===== src/rtl/div_unit.sv =====
// Multi-cycle restoring integer divider for DIV/DIVU/DDIV/DDIVU (quotient -> lo, remainder -> hi).
// Define DIV_RADIX4_EN to retire two quotient bits per phi2 cycle instead of one.
//
// state | meaning
// IDLE  | waiting for divgo, operands/mode latched on accept
// PREP  | absolute values, sign flags, iteration counter load
// ITER  | one (or two) restoring steps per phi2 cycle
// FIX   | sign correction, 32-bit sign extension, lo/hi write, divdone
module div_unit (
   input  logic        clk,
   input  logic        rst,
   input  logic        phi2,
   input  logic        divgo,
   input  logic        divsigned,
   input  logic        divdword,
   input  logic [63:0] dividend,
   input  logic [63:0] divisor,
   output logic        divbusy,
   output logic        divdone,
   output logic [63:0] lo,
   output logic [63:0] hi
);

   typedef enum logic [1:0] {S_IDLE, S_PREP, S_ITER, S_FIX} state_t;

   state_t      r_state;
   state_t      w_next;
   logic [5:0]  r_cnt;
   logic        r_done;
   logic        r_signed;
   logic        r_dword;
   logic        r_neg_q;
   logic        r_neg_r;
   logic [63:0] r_dd;
   logic [63:0] r_dv_raw;
   logic [63:0] r_dv;
   logic [63:0] r_rem;
   logic [63:0] r_q;
   logic [63:0] r_lo;
   logic [63:0] r_hi;

   logic        w_dd_neg;
   logic        w_dv_neg;
   logic [63:0] w_dd_abs;
   logic [63:0] w_dv_abs;
   logic [127:0] w_step1;
   logic [127:0] w_step;
   logic [63:0] w_qn;
   logic [63:0] w_rn;
   logic [63:0] w_lo;
   logic [63:0] w_hi;

   // The remainder shift is done at 65 bits so divisors with bit 63 set still divide correctly.
   function automatic logic [127:0] div_step(input logic [63:0] rem, input logic [63:0] q,
                                             input logic [63:0] dv);
      logic [64:0] sh;
      logic [64:0] tr;
      sh = {rem, q[63]};
      tr = sh - {1'b0, dv};
      if (!tr[64])
         div_step = {tr[63:0], q[62:0], 1'b1};
      else
         div_step = {sh[63:0], q[62:0], 1'b0};
   endfunction

   always_ff @(posedge clk) begin
      if (rst)
         r_state <= S_IDLE;
      else if (phi2)
         r_state <= w_next;
   end

   always_comb begin
      w_next = r_state;
      case (r_state)
         S_IDLE:  if (divgo) w_next = S_PREP;
         S_PREP:  w_next = S_ITER;
         S_ITER:  if (r_cnt == 6'd0) w_next = S_FIX;
         S_FIX:   w_next = S_IDLE;
         default: w_next = S_IDLE;
      endcase
   end

   always_comb begin
      divbusy = (r_state != S_IDLE);
      divdone = r_done;
      lo      = r_lo;
      hi      = r_hi;
   end

   // Two's-complement negation of the full word also yields the correct low 32 bits.
   always_comb begin
      w_dd_neg = r_signed & (r_dword ? r_dd[63] : r_dd[31]);
      w_dv_neg = r_signed & (r_dword ? r_dv_raw[63] : r_dv_raw[31]);
      w_dd_abs = w_dd_neg ? (~r_dd + 64'd1) : r_dd;
      w_dv_abs = w_dv_neg ? (~r_dv_raw + 64'd1) : r_dv_raw;
   end

   always_comb begin
      w_step1 = div_step(r_rem, r_q, r_dv);
`ifdef DIV_RADIX4_EN
      w_step  = div_step(w_step1[127:64], w_step1[63:0], r_dv);
`else
      w_step  = w_step1;
`endif
   end

   always_comb begin
      w_qn = r_neg_q ? (~r_q + 64'd1) : r_q;
      w_rn = r_neg_r ? (~r_rem + 64'd1) : r_rem;
      w_lo = r_dword ? w_qn : {{32{w_qn[31]}}, w_qn[31:0]};
      w_hi = r_dword ? w_rn : {{32{w_rn[31]}}, w_rn[31:0]};
   end

   always_ff @(posedge clk) begin
      if (rst) begin
         r_cnt    <= 6'd0;
         r_done   <= 1'b0;
         r_signed <= 1'b0;
         r_dword  <= 1'b0;
         r_neg_q  <= 1'b0;
         r_neg_r  <= 1'b0;
         r_dd     <= 64'd0;
         r_dv_raw <= 64'd0;
         r_dv     <= 64'd0;
         r_rem    <= 64'd0;
         r_q      <= 64'd0;
         r_lo     <= 64'd0;
         r_hi     <= 64'd0;
      end else if (phi2) begin
         r_done <= (r_state == S_FIX);
         case (r_state)
            S_IDLE: begin
               if (divgo) begin
                  r_signed <= divsigned;
                  r_dword  <= divdword;
                  r_dd     <= dividend;
                  r_dv_raw <= divisor;
               end
            end
            S_PREP: begin
               r_neg_q <= w_dd_neg ^ w_dv_neg;
               r_neg_r <= w_dd_neg;
               r_rem   <= 64'd0;
               // 32-bit dividends sit in the top half so the quotient MSB is always r_q[63].
               r_q     <= r_dword ? w_dd_abs : {w_dd_abs[31:0], 32'd0};
               r_dv    <= r_dword ? w_dv_abs : {32'd0, w_dv_abs[31:0]};
`ifdef DIV_RADIX4_EN
               r_cnt   <= r_dword ? 6'd31 : 6'd15;
`else
               r_cnt   <= r_dword ? 6'd63 : 6'd31;
`endif
            end
            S_ITER: begin
               r_rem <= w_step[127:64];
               r_q   <= w_step[63:0];
               r_cnt <= r_cnt - 6'd1;
            end
            S_FIX: begin
               r_lo <= w_lo;
               r_hi <= w_hi;
            end
            default: ;
         endcase
      end
   end

endmodule

===== config.mk =====
export PLATFORM = sky130hd
export DESIGN_NAME = div_unit
export DESIGN_NICKNAME = d
export VERILOG_FILES = /design/src/rtl/div_unit.sv
export SDC_FILE = /design/constraint.sdc
export NUM_CORES = 1
export LEC_CHECK = 0
export CORE_MARGIN = 2
export CORE_UTILIZATION = 53
export CTS_BUF_LIST = sky130_fd_sc_hd__clkbuf_8
export DETAILED_ROUTE_END_ITERATION = 7
export PLACE_DENSITY = 0.81
export SYNTH_ARGS = -nofsm -noshare
export SYNTH_HDL_FRONTEND = slang
export SYNTH_SLANG_ARGS = --single-unit

===== constraint.sdc =====
create_clock -name clk -period 5.1 [get_ports clk]
set_input_delay 0.765 -clock clk [delete_from_list [all_inputs] [get_ports clk]]
set_output_delay 0.765 -clock clk [all_outputs]
set_load 0.01 [all_outputs]

Yosys cells after proc, flatten, opt, wreduce, memory -nomap -nowiden --
Cells that the tools add are included.
Word-level totals: register bits 461, logic and storage cells 59, bits of input ports 134
Operators by class: bitwise gates (word level) 7, add/subtract/negate cells 6, multiplexer cells 18, reduce and logical (&&, ||, !) cells 9, equality and inequality tests 5
Operators with widths (count):
- 2-to-1 mux 64 bit | 8
- adder 64 x 1 -> 64 bit, second input constant | 4
- NOT 64 bit | 4
- one-hot mux 64 bit (2 select lines) | 2
- 2-to-1 mux 128 bit | 1
- subtractor 65 x 64 -> 65 bit | 1
- one-hot mux 6 bit (2 select lines) | 1
- one-hot mux 2 bit (4 select lines) | 1
- zero test 6 bit | 1
- 2-to-1 mux 6 bit | 1
- AND reduction 2 bit | 3
- AND reduction 3 bit | 2
- subtractor 6 x 1 -> 6 bit, second input constant | 1
- == test 2 bit, second input constant | 2
- 2-to-1 mux 2 bit | 2
- != test 2 bit, second input constant | 2
- nonzero test 2 bit | 2
- AND 1 bit | 2
- == test 2 x 1 -> 1 bit, second input constant | 1
- zero test 2 bit | 1
- 2-to-1 mux 1 bit | 2
- XOR 1 bit | 1

Depth between registers and ports, before layout --
depth in word-level cells 5, gate-level depth with buffers 16

Least setup slack after synthesis --
OpenSTA, ideal clock, no wires.
path kind register -> register, start register r_rem[7], end register r_hi[50], in the netlist hi[50], clock period less this slack 3983 ps, cell stages (with the launch flop) 12, slack 1117 ps, arrival 3905 ps, buffers on the path 1, data required time 5022 ps, cells stage by stage dfxtp_1 > or4_4 > or4_4 > or3_1 > buf_2 > or4_4 > or4_4 > or4_4 > o31ai_4 > xnor2_1 > a21oi_1 > nor3_1
Between the ends: longest elaborated chain between the ends 4
RTL lines:
- from (decl) | line 37 | logic [63:0] r_rem;
- from (signal assigned) | line 155 | r_rem <= w_step[127:64];
- NOT 64 bit | line 110 | w_rn = r_neg_r ? (~r_rem + 64'd1) : r_rem;
- adder 64 x 1 -> 64 bit | line 110
- 2-to-1 mux 64 bit | line 110
- 2-to-1 mux 64 bit | line 112 | w_hi = r_dword ? w_rn : {{32{w_rn[31]}}, w_rn[31:0]};
- to (signal assigned) | line 161 | r_hi <= w_hi;
- to (decl) | line 40 | logic [63:0] r_hi;
Every way passes these cells. A chain may end at the register's enable or synchronous reset.

Worst setup path in the final report --
start register r_rem[7], end register r_hi[61], in the netlist hi[61]
Same word-level chain as after synthesis.

==> run_results.csv <==
group,metric,value,unit
drt,vias,25900,
status,status,"finished clean",
setup_path,path_class,"reg2reg",
place,gp_congestion,0.964,
cells_and_area,final_common_cell,"nand2_1",
drt,viasPerCell,5.95,
setup_path,cp_data_arrival_time,5020,ps
drt,drt_iter0_drc,2866,
synthesis,synth_edf_count,0,
drt,wirelength,82.3,mm
global_route,grt_pass1_vias,22800,
synthesis,yosys.area_share.simple,0.211,
cells_and_area,utilization,0.627,
die,num_rows,81,
cells_and_area,layout.cells.non_filler,4353,
synthesis,synthAdderAreaFrac,0.0359,
drt,first_pass_iters,6,
cells_and_area,layout-drive-gt1-share,0.0515,
synthesis,synth-seq-cells,461,
timing,layout_worst_path_cycle_share,0.880,
power,p_leak,11.9,nW
place,io_buffers,263,
power,power.total,9.02,mW
setup_path,worst_r2r_path_depth,11,
synthesis,async_flop_share,0,
global_route,grt_use_total,0.314,
global_route,grt_remaining_overflow,0,
setup_path,crit_required,5630,ps
die,start_util,0.538,
place,dp_slack,782,ps
setup_path,critPathLaunch,"r_rem[7]",
cells_and_area,layout.nets,3843,
clock_tree,post_cts_resized,0,
place,hpwl,61.1,mm
clock_tree,hold_buffers,0,
synthesis,synth-compound-area-share,0.245,
timing,worst_slack,613,ps
timing,worst_pin_slew,1180,ps
synthesis,synth_ff_type,"dfxtp_1",
drt,ant_nets,0,
die,io_pins,264,
synthesis,syn-num-nets,3719,
timing,timing.fmax,223,MHz
global_route,grt_max_degree,141,
synthesis,synth_xor_area_frac,0.0985,
synthesis,ys_seq_area_frac,0.351,
timing,hold_violations,0,
synthesis,synth_area,26300,sq um
setup_path,setup.worst_path.end_class,"register",
synthesis,syn_avg_cell_area,7.50,sq um
clock_tree,cts.sinks,461,
timing,skew,39.3,ps
power,peakVddDrop,0.150,mV
global_route,grt.busiest_layer,"met1",
drt,wl_per_cell,18.9,microns
power,power_density,294,nW/um^2
die,die_y,227,microns
job,cap_violations,0,
global_route,grt_use_met3,0.0857,
timing,rsz0062_at_grt,"no",
hold_path,hp-start,"r_dv[52]",
synthesis,synth.area.mux_share,0.00818,
place,dp.cells,4218,
timing,fin_crit,4490,ps
hold_path,hold_class,"reg2reg",
die,die_w,227,microns
clock_tree,cts-root-buf,"clkbuf_8",
global_route,use_met2,0.416,
die,die_area,51400,sq um
cells_and_area,synthToLayoutAreaGrowth,16.5,%
drt,route.detailed.drc,0,
cells_and_area,layout_common_cells,"nand2_1, dfxtp_1, a21oi_1, nor2_1, clkdlybuf4s50_1",
global_route,met1_usage,0.488,
timing,tns,0,ps
clock_tree,cts_max_level,3,
global_route,antenna_found_initial,2,
setup_path,crit_path_max_fanout,8,
clock_tree,clockBufferDepth,3,
global_route,grt_pass1_wl,128,mm
timing,max-slew-margin-rel,0.212,
clock_tree,clk_pin_slew,60,ps
clock_tree,cts_buffers,78,
synthesis,syn_inst,3510,
clock_tree,cts_tree,"built",
timing,setup_viol,0,
setup_path,rrSetupSlack,610,ps
die,core,49000,sq um
setup_path,reg2reg_from,"r_rem[7]",
synthesis,yosysUniqueCellTypes,67,
synthesis,synth_top_family_by_area,"compound AO/OA/AOI/OAI gates",
hold_path,min_path_cells,2,
timing,maxSlewViolCount,0,
setup_path,startpoint_type,"register",
synthesis,yosys_warnings,0,
clock_tree,clk_latency,670,ps
clock_tree,post_cts.repair.setup_buffers,0,
## state kept, by name (all words and copies together), names as in the netlist
name / cells
r_dv: 64
r_dd: 64
r_neg_r: 1
lo: 64
r_dword: 1
r_q: 64
r_neg_q: 1
r_state: 2
hi: 64
r_cnt: 6
r_rem: 64
r_signed: 1
divdone: 1
r_dv_raw: 64
## cell families after synthesis
group / count (synthesis)
adders and majority gates: 75
DFF: 461
AOI/OAI and AO/OA: 1048
xor gates and xnor gates: 296
and+or+nand+nor: 1255
buffers and inverters: 354
muxes: 21
## cells in the mapped netlist, types with 4 or more instances
master | number | area share
nand2_1 | 554 | 0.079
dfxtp_1 | 461 | 0.35
a21oi_1 | 385 | 0.073
nor2_1 | 336 | 0.048
o21ai_0 | 231 | 0.044
clkbuf_1 | 223 | 0.032
xor2_1 | 162 | 0.054
xnor2_1 | 134 | 0.045
inv_1 | 106 | 0.015
a211oi_1 | 103 | 0.029
ha_1 | 74 | 0.035
nor3_1 | 74 | 0.014
o31ai_1 | 63 | 0.018
nand3_1 | 60 | 0.011
or3_1 | 50 | 0.012
a31oi_1 | 40 | 0.0095
a21o_1 | 35 | 0.010
o41ai_1 | 32 | 0.011
nor4_1 | 31 | 0.0074
o22ai_1 | 29 | 0.0069
or4_1 | 26 | 0.0074
nand2b_1 | 24 | 0.0057
buf_1 | 23 | 0.0033
and3_1 | 21 | 0.0050
nand4_1 | 20 | 0.0048
mux2i_1 | 17 | 0.0065
a32oi_1 | 16 | 0.0053
a22oi_1 | 14 | 0.0040
or2_2 | 14 | 0.0033
a221o_1 | 13 | 0.0049
and2_1 | 12 | 0.0029
a311oi_1 | 11 | 0.0037
o21bai_1 | 11 | 0.0031
a221oi_1 | 10 | 0.0033
nor2b_1 | 10 | 0.0024
o211ai_1 | 10 | 0.0029
or4_4 | 8 | 0.0034
o21a_1 | 7 | 0.0020
a31o_2 | 5 | 0.0017
a41oi_1 | 5 | 0.0017
nand3b_1 | 5 | 0.0014
mux2_2 | 4 | 0.0017
## report_power, final
part           internal (mW)  switching, mW  leakage [nW]
Clock                   1.74           1.52         0.863
Sequential              3.72          0.162          3.73
Combinational          0.719           1.16          7.27
## worst max-delay path, stage by stage, from the launching register on
cell	delay (ps)
dfxtp_1	390
or4_4	600
or4_4	550
or3_1	500
or4_4	550
or4_4	480
nor4_1	220
nand2_1	250
o31ai_1	320
xor2_1	200
a21oi_1	90
a21o_1	180
## layer usage
layer / share of wire / wire length, microns
met1: 0.47 / 39100
met2: 0.39 / 32000
met3: 0.12 / 9900
met4: 0.017 / 1400
met5: 0 / 0
## final timing paths
check,to
hold reg to reg,r_dv[52]
hold / removal,r_dv[52]
setup reg to reg,hi[61]
setup / recovery,hi[61]
## final cells by class
class | instances | area [sq um]
antenna | 3 | 7.51
clock buffer | 96 | 1320
clock inverter | 36 | 188
fill | 4370 | 18300
inverter | 106 | 398
multi-input combinational | 2695 | 15800
sequential | 461 | 9240
tap | 664 | 831
timing repair buffer | 292 | 2880
## through the flow
stage	instance area (sq um)	hold slack (ps)
global placement	29200	434
detailed placement	29200	443
CTS	30700	455
finish	30700	451
global route	30700	477
floorplan	26300	425
No activity file was read; power rests on OpenSTA's default activity.
